--- src/rtl/dmem_loader_pkg.sv ---
// dmem_loader shared types and default widths.
// Imported by the loader, its checksum unit and its interfaces.
package dmem_loader_pkg;

  localparam int DATA_W = 64;
  localparam int ADDR_W = 10;

  typedef enum logic [2:0] {
    LOAD,
    DRAIN,
    CHECK,
    DONE,
    ERR
  } state_t;

endpackage

--- src/rtl/dmem_loader_if.sv ---
// Stream input and data-memory port bundles for dmem_loader.
// master drives the request side, slave answers it.
interface dmem_stream_if #(
  parameter int DATA_W = dmem_loader_pkg::DATA_W
);
  logic              in_valid;
  logic              in_ready;
  logic [DATA_W-1:0] in_data;
  logic              in_last;

  modport master (
    output in_valid, in_data, in_last,
    input  in_ready
  );

  modport slave (
    input  in_valid, in_data, in_last,
    output in_ready
  );
endinterface

interface dmem_mem_if #(
  parameter int DATA_W = dmem_loader_pkg::DATA_W,
  parameter int ADDR_W = dmem_loader_pkg::ADDR_W
);
  logic              mem_we;
  logic              mem_re;
  logic [ADDR_W-1:0] mem_addr;
  logic [DATA_W-1:0] mem_wdata;
  logic [DATA_W-1:0] mem_rdata;

  modport master (
    output mem_we, mem_re, mem_addr, mem_wdata,
    input  mem_rdata
  );

  modport slave (
    input  mem_we, mem_re, mem_addr, mem_wdata,
    output mem_rdata
  );
endinterface

--- src/rtl/loader_checksum.sv ---
// Write-side and read-side modular checksums for dmem_loader.
// match looks at the read sum including the word being added this cycle.
module loader_checksum #(
  parameter int DATA_W = dmem_loader_pkg::DATA_W
) (
  input  logic              clk,
  input  logic              rst,
  input  logic              clr,
  input  logic              wr_add,
  input  logic [DATA_W-1:0] wr_data,
  input  logic              rd_add,
  input  logic [DATA_W-1:0] rd_data,
  output logic [DATA_W-1:0] wsum,
  output logic [DATA_W-1:0] rsum,
  output logic              match
);

  logic [DATA_W-1:0] rsum_next;

  assign rsum_next = rsum + (rd_add ? rd_data : '0);
  assign match     = (wsum == rsum_next);

  always_ff @(posedge clk or negedge rst) begin
    if (!rst) begin
      wsum <= '0;
      rsum <= '0;
    end else if (clr) begin
      wsum <= '0;
      rsum <= '0;
    end else begin
      if (wr_add) wsum <= wsum + wr_data;
      if (rd_add) rsum <= rsum_next;
    end
  end

endmodule

--- src/rtl/dmem_loader.sv ---
// Boot-time data-memory loader: stream in, read back, verify checksum,
// then release the core from reset.
module dmem_loader #(
  parameter int DATA_W = dmem_loader_pkg::DATA_W,
  parameter int ADDR_W = dmem_loader_pkg::ADDR_W,
  parameter int DEPTH  = 1024
) (
  input  logic              clk,
  input  logic              rst,
  dmem_stream_if.slave      strm,
  dmem_mem_if.master        mem,
  input  logic              reload,
  output logic              core_hold,
  output logic              done,
  output logic              error,
  output logic              overflow,
  output logic [ADDR_W:0]   word_count
);
  import dmem_loader_pkg::*;

  localparam logic [ADDR_W:0] DEPTH_C = (ADDR_W+1)'(DEPTH);

  state_t            state, state_n;
  logic [ADDR_W:0]   wc_n;
  logic [ADDR_W:0]   rd_cnt, rd_cnt_n;
  logic              ovf_n;
  logic              rdy, rdy_n;
  logic              we, we_n;
  logic              re, re_n;
  logic [ADDR_W-1:0] addr, addr_n;
  logic [DATA_W-1:0] wdata, wdata_n;
  logic              rvalid;
  logic              hs;
  logic              clr;
  logic              wadd;
  logic              radd;
  logic              match;
  logic [DATA_W-1:0] wsum;
  logic [DATA_W-1:0] rsum;

  assign hs = strm.in_valid & rdy;

  assign strm.in_ready = rdy;
  assign mem.mem_we    = we;
  assign mem.mem_re    = re;
  assign mem.mem_addr  = addr;
  assign mem.mem_wdata = wdata;

  assign done      = (state == DONE);
  assign error     = (state == ERR);
  assign core_hold = (state != DONE);

  loader_checksum #(
    .DATA_W (DATA_W)
  ) u_sum (
    .clk     (clk),
    .rst     (rst),
    .clr     (clr),
    .wr_add  (wadd),
    .wr_data (strm.in_data),
    .rd_add  (radd),
    .rd_data (mem.mem_rdata),
    .wsum    (wsum),
    .rsum    (rsum),
    .match   (match)
  );

  always_ff @(posedge clk or negedge rst) begin
    if (!rst) begin
      state      <= LOAD;
      word_count <= '0;
      overflow   <= 1'b0;
      rd_cnt     <= '0;
      rdy        <= 1'b0;
      we         <= 1'b0;
      re         <= 1'b0;
      addr       <= '0;
      wdata      <= '0;
      rvalid     <= 1'b0;
    end else begin
      state      <= state_n;
      word_count <= wc_n;
      overflow   <= ovf_n;
      rd_cnt     <= rd_cnt_n;
      rdy        <= rdy_n;
      we         <= we_n;
      re         <= re_n;
      addr       <= addr_n;
      wdata      <= wdata_n;
      rvalid     <= re;
    end
  end

  always_comb begin
    state_n  = state;
    wc_n     = word_count;
    ovf_n    = overflow;
    rd_cnt_n = rd_cnt;
    we_n     = 1'b0;
    re_n     = 1'b0;
    addr_n   = addr;
    wdata_n  = wdata;
    clr      = 1'b0;
    wadd     = 1'b0;
    radd     = 1'b0;
    unique case (state)
      LOAD: begin
        if (hs) begin
          we_n    = 1'b1;
          addr_n  = word_count[ADDR_W-1:0];
          wdata_n = strm.in_data;
          wc_n    = word_count + 1'b1;
          wadd    = 1'b1;
          if (strm.in_last) begin
            state_n = DRAIN;
          end else if (wc_n == DEPTH_C) begin
            ovf_n   = 1'b1;
            state_n = DRAIN;
          end
        end
      end
      DRAIN: begin
        rd_cnt_n = '0;
        state_n  = CHECK;
      end
      CHECK: begin
        radd = rvalid;
        if (rd_cnt < word_count) begin
          re_n     = 1'b1;
          addr_n   = rd_cnt[ADDR_W-1:0];
          rd_cnt_n = rd_cnt + 1'b1;
        end else if (!re) begin
          // last read data is on mem_rdata now; match includes it
          state_n = (match && !overflow) ? DONE : ERR;
        end
      end
      DONE, ERR: begin
        if (reload) begin
          state_n = LOAD;
          wc_n    = '0;
          ovf_n   = 1'b0;
          clr     = 1'b1;
        end
      end
      default: state_n = LOAD;
    endcase
  end

  assign rdy_n = (state_n == LOAD) && (wc_n < DEPTH_C);

endmodule

--- src/flat_wrapper.sv ---
// flat-port wrapper written by rule: the top's interface ports become plain ports
module dmem_loader_flat import dmem_loader_pkg::*;
#(
  parameter int DATA_W = dmem_loader_pkg::DATA_W,
  parameter int ADDR_W = dmem_loader_pkg::ADDR_W,
  parameter int DEPTH  = 1024
)
  (clk, rst, reload, core_hold, done, error, overflow, word_count, strm_in_valid, strm_in_data, strm_in_last, strm_in_ready, mem_mem_we, mem_mem_re, mem_mem_addr, mem_mem_wdata, mem_mem_rdata);
  dmem_stream_if #(.DATA_W(DATA_W)) strm_i ();
  dmem_mem_if #(.DATA_W(DATA_W), .ADDR_W(ADDR_W)) mem_i ();
  input  logic clk;
  input  logic rst;
  input  logic reload;
  output logic core_hold;
  output logic done;
  output logic error;
  output logic overflow;
  output logic [ADDR_W:0] word_count;
  input wire logic [$bits(strm_i.in_valid)-1:0] strm_in_valid;
  input wire logic [$bits(strm_i.in_data)-1:0] strm_in_data;
  input wire logic [$bits(strm_i.in_last)-1:0] strm_in_last;
  output wire logic [$bits(strm_i.in_ready)-1:0] strm_in_ready;
  output wire logic [$bits(mem_i.mem_we)-1:0] mem_mem_we;
  output wire logic [$bits(mem_i.mem_re)-1:0] mem_mem_re;
  output wire logic [$bits(mem_i.mem_addr)-1:0] mem_mem_addr;
  output wire logic [$bits(mem_i.mem_wdata)-1:0] mem_mem_wdata;
  input wire logic [$bits(mem_i.mem_rdata)-1:0] mem_mem_rdata;
  assign strm_i.in_valid = strm_in_valid;
  assign strm_i.in_data = strm_in_data;
  assign strm_i.in_last = strm_in_last;
  assign strm_in_ready = strm_i.in_ready;
  assign mem_mem_we = mem_i.mem_we;
  assign mem_mem_re = mem_i.mem_re;
  assign mem_mem_addr = mem_i.mem_addr;
  assign mem_mem_wdata = mem_i.mem_wdata;
  assign mem_i.mem_rdata = mem_mem_rdata;
  dmem_loader #(.DATA_W(DATA_W), .ADDR_W(ADDR_W), .DEPTH(DEPTH)) u_core (.clk(clk), .rst(rst), .strm(strm_i), .mem(mem_i), .reload(reload), .core_hold(core_hold), .done(done), .error(error), .overflow(overflow), .word_count(word_count));
endmodule
--- config.mk ---
export PLATFORM = sky130hd
export DESIGN_NAME = dmem_loader_flat
export DESIGN_NICKNAME = d
export VERILOG_FILES = /design/src/rtl/dmem_loader_pkg.sv /design/src/rtl/dmem_loader_if.sv /design/src/rtl/loader_checksum.sv /design/src/rtl/dmem_loader.sv /design/src/flat_wrapper.sv
export SDC_FILE = /design/constraint.sdc
export NUM_CORES = 1
export LEC_CHECK = 0
export CAP_MARGIN = 25
export CORE_MARGIN = 2
export CORE_UTILIZATION = 64
export CTS_BUF_LIST = sky130_fd_sc_hd__clkbuf_2
export DETAILED_ROUTE_END_ITERATION = 10
export PLACE_DENSITY = 0.95
export SETUP_SLACK_MARGIN = 0.15
export SYNTH_ARGS = -nofsm -noshare
export SYNTH_HDL_FRONTEND = slang
export SYNTH_SLANG_ARGS = --single-unit
--- constraint.sdc ---
create_clock -name clk -period 12 [get_ports clk]
set_input_delay 2.4 -clock clk [delete_from_list [all_inputs] [get_ports clk]]
set_output_delay 2.4 -clock clk [all_outputs]
set_load 0.01 [all_outputs]
==> results_dict.tcl, run 1 <==
set metrics [dict create \
    drcViolationCount 0 \
    ff2ff_setup_slack_ns 6.00 \
    multi_input_comb_area_sq_um 13200 \
    dominant_register_cell_in_the_synthesized_netlist "dfrtp_1" \
    antenna_violating_nets_left 0 \
    powerDensity_nw_per_um2 198 \
    synthesized_cell_area_sq_um 19800 \
    detail_route.wl_per_cell_um 23.0 \
    ys_types 117 \
    critical_path_type "in -> reg" \
    placement.io_buffers 224 \
    synth.ff_latch_count 232 \
    grt_pass1_wl_um 112000 \
    detail_route.first_pass.iterations 6 \
    worst_skew_ns 0.0893 \
    min_delay_src "u_core.mem.mem_wdata[23]$_DFFE_PN0P_" \
    post-route-period-util_pct 53.0 \
    tritoncts "built" \
    hold_path_end "u_core.mem.mem_wdata[23]$_DFFE_PN0P_" \
    die_width_um 180 \
    drive_above_1_share_pct 6.74 \
    endpoint_kind "flop" \
    start_util_pct 65.0 \
    status "completed" \
    worst_ir_drop_vdd_uv 197 \
    yosys_warnings 0 \
    p_leak_nw 10.5 \
    htreeDepth 3 \
    asyncSetResetFlopFracSynth_pct 100 \
    route.vias.total 21039 \
    dp_hpwl_um 53100 \
    grt_setup_unrepaired "false" \
    cts.hold.buffers_added 0 \
    setup_violations 0 \
    worstHoldPathType "reg -> reg" \
    place.gp.congestion 1.04 \
    timing.critical_path.from_type "input pin" \
    first_global_vias 20738 \
    final_cell_mix "nand2_1 (423), dfrtp_1 (232), clkdlybuf4s50_1 (223), o21ai_0 (207), a21oi_1 (186)" \
    global_route.usage.met3_pct 8.95 \
    seq_area_frac_synth_pct 29.3 \
    wirelength_um 71800 \
    worst-path-max-fanout 8 \
    pin_count 225 \
    required_time_at_the_endpoint_of_the_critical_path_ns 12.94 \
    ctsLongestPathBuffers 3 \
    busiest_metal_layer_after_global_routing "met2" \
    cts_inserted_buffers 66 \
    layout_commonest_cell "nand2_1" \
    worst_pin_slew_ns 1.04 \
    area_growth_pct 14.6 \
    rows 64 \
    timing_max_transition_violations_final 0 \
    synthCells 2521 \
    reg2reg_depth 18 \
    final.setup.tns_ns 0 \
    cts_sinks 232 \
    mean_cell_area_of_the_mapped_netlist_sq_um 7.86 \
    die_area_sq_um 32400 \
    finalHoldViolations 0 \
    timing.fmax_mhz 157 \
    synth_enable_flop_cells 0 \
    detail_route.iter0.violations 2354 \
    slew_headroom_pct 30.8 \
    dp_cells 3013 \
    synthesis.nets 2794 \
    layout.nets 2959 \
    grtUsageTotal_pct 43.3 \
    cap_violations 0 \
    clock_insertion_delay_worst_skew_ns 1.05 \
    largest_net_degree_at_the_start_of_global_routing 101 \
    cts.repair.resized 0 \
    post_drt_via_cell_ratio 6.73 \
    die_h_um 180 \
    grt_antenna_before_repair 1 \
    cts.repair_timing.setup_buffer_count 0 \
    use_met1_pct 53.8 \
    met2_usage_pct 71.6 \
    core_sq_um 30500 \
    layout.filler_cells 2214 \
    hold_path_depth 2 \
    layout.cells.non_filler 3126 \
    congestion_overflow_gr 0 \
    r2r-start "u_core.state[1]$_DFF_PN0_" \
    seqCellArea_sq_um 5810 \
    clock_tree.root_cell "clkbuf_2" \
    critPathArrivalTime_ns 7.31 \
    final.min_clock_period_ns 6.37 \
    cts.clk_slew.worst_paths_ns 0.11 \
    regToRegEndpoint "u_core.state[1]$_DFF_PN0_" \
]
==> cells by family after synthesis <==
| group | Yosys count | share of synthesized area (%) |
|---|---|---|
| multiplexers | 20 | 1.02 |
| XOR/XNOR | 183 | 8.74 |
| buffers and inverters | 201 | 4.20 |
| AND/OR/NAND/NOR | 1036 | 24.9 |
| AO/OA/AOI/OAI | 709 | 22.9 |
| flip-flops | 232 | 29.3 |
| adder cells (fa/ha/maj) | 140 | 8.91 |
==> critical path, cell delays in order <==
cell             delay [ns]
clkdlybuf4s50_1        0.46
and3_1                 0.15
ha_1                   0.18
inv_1                  0.07
fa_1                   0.44
nor2b_1                0.13
o2111ai_1              0.23
a211o_1                0.41
nand3_1                0.31
nand3_1                0.20
o2111a_1               0.23
o31a_1                 0.33
xnor3_4                0.31
or4b_1                 0.55
nor4_1                 0.21
nand4b_1               0.35
a311oi_2               0.33
==> power by group <==
part	internal (W)	leakage [nW]	switching, W
Combinational	0.00105	7.09	0.00144
Clock	0.000243	0.434	0.000388
Sequential	0.00103	3.01	0.000343
==> per-stage QoR <==
stage               instance area [sq um]  hold WS, ns  worst slack [ns]  total power (W)  util [%]
floorplan                           19800        0.446              5.98          0.00284         -
global placement                    22100        0.455              4.71          0.00363      72.4
detailed placement                  22100        0.461              4.71          0.00375      72.4
CTS                                 22700        0.487              5.72          0.00441      74.3
global route                        22700        0.506              5.40          0.00474      74.4
finish                              22700        0.481              5.63          0.00449      74.4
==> synth_stat cells (9+ instances only) <==
library cell  instances  area [sq um]
nand2_1             424          1590
dfrtp_1             232          5810
o21ai_0             208          1040
a21oi_1             186           931
nor2_1              164           616
ha_1                138          1730
nand3_1             123           616
clkbuf_1            114           428
xnor2_1             100           876
and3_1               83           519
xor2_1               75           657
a21o_1               68           510
inv_1                60           225
nand4_1              58           363
nor3_1               45           225
a31oi_1              27           169
o21a_1               21           158
nor4_1               20           125
o31ai_1              20           150
mux2i_1              18           180
nand2b_1             17           106
o21bai_1             17           128
o21ai_1              16          80.1
buf_2                15          75.1
o211ai_1             15           113
nor2b_1              14          87.6
and2_1               13          81.3
a211oi_1             12          90.1
o2111ai_1            10          87.6
or2_2                 9          56.3
or3_1                 9          56.3
==> registers in the layout, summed over array words and instances (netlist names) <==
register              count
u_core.state              3
u_core.mem.mem_we         1
u_core.word_count        11
u_core.strm.in_ready      1
u_core.mem.mem_addr      10
u_core.rd_cnt            11
u_core.mem.mem_re         1
u_core.u_sum.rsum        64
u_core.overflow           1
u_core.rvalid             1
u_core.u_sum.wsum        64
u_core.mem.mem_wdata     64
==> cell type report <==
| type | count | area share [%] |
|---|---|---|
| diodes | 2 | 0.0220 |
| clock buffers | 88 | 1.94 |
| clock inverters | 22 | 0.661 |
| inverters | 60 | 0.992 |
| multi-input cells | 2088 | 58.2 |
| flip-flops and latches | 232 | 25.6 |
| well taps | 396 | 2.18 |
| repair buffers | 238 | 10.4 |
==> worst max-delay path by stage <==
stage                                 to               from  cells past startpoint
3_5_place_dp   u_core.state[1]$_DFF_PN0_   mem_mem_rdata[0]                     17
2_1_floorplan  u_core.state[1]$_DFF_PN0_   mem_mem_rdata[0]                     16
3_3_place_gp   u_core.state[1]$_DFF_PN0_   mem_mem_rdata[0]                     17
4_1_cts        u_core.state[1]$_DFF_PN0_   mem_mem_rdata[0]                     17
6_report       u_core.state[1]$_DFF_PN0_   mem_mem_rdata[0]                     17
5_1_grt        u_core.state[1]$_DFF_PN0_  mem_mem_rdata[32]                     15
==> layer usage <==
| layer | vias to the layer above | part of all wire (%) |
|---|---|---|
| li1 | 9460 | - |
| met1 | 9973 | 38 |
| met2 | 1320 | 47 |
| met3 | 286 | 10 |
| met4 | 0 | 5.2 |
| met5 | - | 0 |
(Power assumes the default switching activity.)
==> inputs of run 2 (changes only) <==
Settings changed: CORE_UTILIZATION 64 to 59, PLACE_DENSITY 0.95 to 0.91.
Clock period 12 ns to 6.6 ns, I/O delays scaled along.
==> results_dict.tcl, run 2 (same netlist as run 1, synthesis figures left out) <==
set metrics [dict create \
    layout.nets 2976 \
    final.min_clock_period_ns 5.87 \
    critical_path_type "reg -> reg" \
    final_cell_mix "nand2_1 (423), dfrtp_1 (232), clkdlybuf4s50_1 (223), o21ai_0 (207), a21oi_1 (186)" \
    route.vias.total 20527 \
    clock_insertion_delay_worst_skew_ns 1.00 \
    p_leak_nw 10.6 \
    wirelength_um 71200 \
    detail_route.first_pass.iterations 6 \
    congestion_overflow_gr 0 \
    timing.critical_path.slowest_stage_cell "buf_4" \
    drive_above_1_share_pct 7.60 \
    worstHoldPathType "in -> async" \
    cp_num_buf_inv 1 \
    die_area_sq_um 35100 \
    cts_inserted_buffers 69 \
    largest_net_degree_at_the_start_of_global_routing 146 \
    detail_route.wl_per_cell_um 22.2 \
    rows 67 \
    cts.clk_slew.worst_paths_ns 0.13 \
    timing_max_transition_violations_final 0 \
    dp_hpwl_um 54200 \
    cts.repair_timing.setup_buffer_count 0 \
    ctsLongestPathBuffers 3 \
    cts.repair.resized 0 \
    clock_tree.root_cell "clkbuf_2" \
    dp_slack_ns 0.369 \
    slew_headroom_pct 29.6 \
    cts.hold.buffers_added 0 \
    layout_commonest_cell "nand2_1" \
    tritoncts "built" \
    detail_route.iter0.violations 2089 \
    area_growth_pct 15.6 \
    worstSetupStartpoint "u_core.state[2]$_DFF_PN0_" \
    timing.fmax_mhz 170 \
    core_sq_um 33300 \
    critPathArrivalTime_ns 6.76 \
    placement.io_buffers 224 \
    endpoint_kind "flop" \
    pin_count 225 \
    critical_path.top_delay_family "compound AO/OA/AOI/OAI gates" \
    cap_violations 0 \
    first_global_vias 20240 \
    worst-path-max-fanout 65 \
    place.gp.congestion 1.03 \
    post-route-period-util_pct 88.9 \
    grt_antenna_before_repair 1 \
    cts_sinks 232 \
    grt_setup_unrepaired "false" \
    worst_ir_drop_vdd_uv 329 \
    cpMostUsedCell "a311oi_2" \
    setup_violations 0 \
    die_h_um 187 \
    timing.critical_path.from_type "flop" \
    die_width_um 187 \
    r2r-start "u_core.state[2]$_DFF_PN0_" \
    post_drt_via_cell_ratio 6.41 \
    antenna_violating_nets_left 0 \
    grt_pass1_wl_um 111000 \
    status "completed" \
    worst_skew_ns 0.0761 \
    worst_pin_slew_ns 1.06 \
    htreeDepth 3 \
    finalHoldViolations 0 \
    postLayoutSetupSlackWorst_ns 0.730 \
    grtUsageTotal_pct 40.1 \
    drcViolationCount 0 \
    cp.depth 16 \
    critical_path_cell_by_cell "nor3b_2, buf_4, and3_1, ha_1, a21oi_2, o21ai_0, or2_1, o211ai_2, nand2_1, a311oi_2, xnor3_4, a311oi_1, nand4_1, nor4_1, nand4b_1, a311oi_2" \
    start_util_pct 59.6 \
    required_time_at_the_endpoint_of_the_critical_path_ns 7.48 \
    powerDensity_nw_per_um2 351 \
    final.setup.tns_ns 0 \
    critPathMaxStageDelay_ns 0.52 \
    reg2reg_depth 16 \
]
run 2: changes by cell type in the layout (fill, tap and decap cells not counted), sizes merged:
cell,change
buf,+14
clkbuf,+12
clkinv,-4
bufinv,-2
inv,+2
clkinvlp,+1
diode,-1
run 2: worst paths after layout:
check,endpoint,slack [ns]
max reg2reg,u_core.state[1]$_DFF_PN0_,0.73
min,u_core.u_sum.rsum[49]$_DFFE_PN0P_,0.35
min in group clk,u_core.rvalid$_DFF_PN0_,0.48
max in group asynchronous,u_core.mem.mem_addr[4]$_DFFE_PN0P_,4.85
min reg2reg,u_core.rvalid$_DFF_PN0_,0.48
max,u_core.state[1]$_DFF_PN0_,0.73
run 2: through the flow:
step	util, %	instance area (sq um)	total power, W	hold slack [ns]	instances
CTS	68.7	22900	0.00795	0.326	3198
global route	68.8	22900	0.00856	0.346	3200
detailed placement	67.0	22300	0.00682	0.448	3079
finish	68.8	22900	0.00805	0.348	3200
global placement	66.9	22300	0.00663	0.455	3078
floorplan	-	19800	0.00517	0.446	2521
run 2: per-layer routing:
layer  vias up  wire length (um)  share of wire [%]  GRT usage (%)
met5         -                 0                  0              0
met4         0              3130                4.4           17.8
met3       216              5920                8.3           8.41
met2       976             33200                 47           65.7
met1      9842             28900                 41           51.2
li1       9493                 -                  -              -
run 2: layout make-up:
| cell class | count | area [sq um] |
|---|---|---|
| inverters | 60 | 225 |
| diodes | 1 | 2.50 |
| flip-flops and latches | 232 | 5810 |
| clock inverters | 19 | 85.1 |
| well taps | 448 | 561 |
| clock buffers | 100 | 500 |
| repair buffers | 252 | 2510 |
| multi-input cells | 2088 | 13200 |
| fillers | 2675 | 10400 |
run 2: power by group:
part	total (W)	leakage (nW)	switching, W	internal (W)
Sequential	0.00249	3.01	0.000604	0.00188
Clock	0.00111	0.453	0.000702	0.000406
Combinational	0.00446	7.17	0.00253	0.00192
Total	0.00805	10.6	0.00384	0.00421
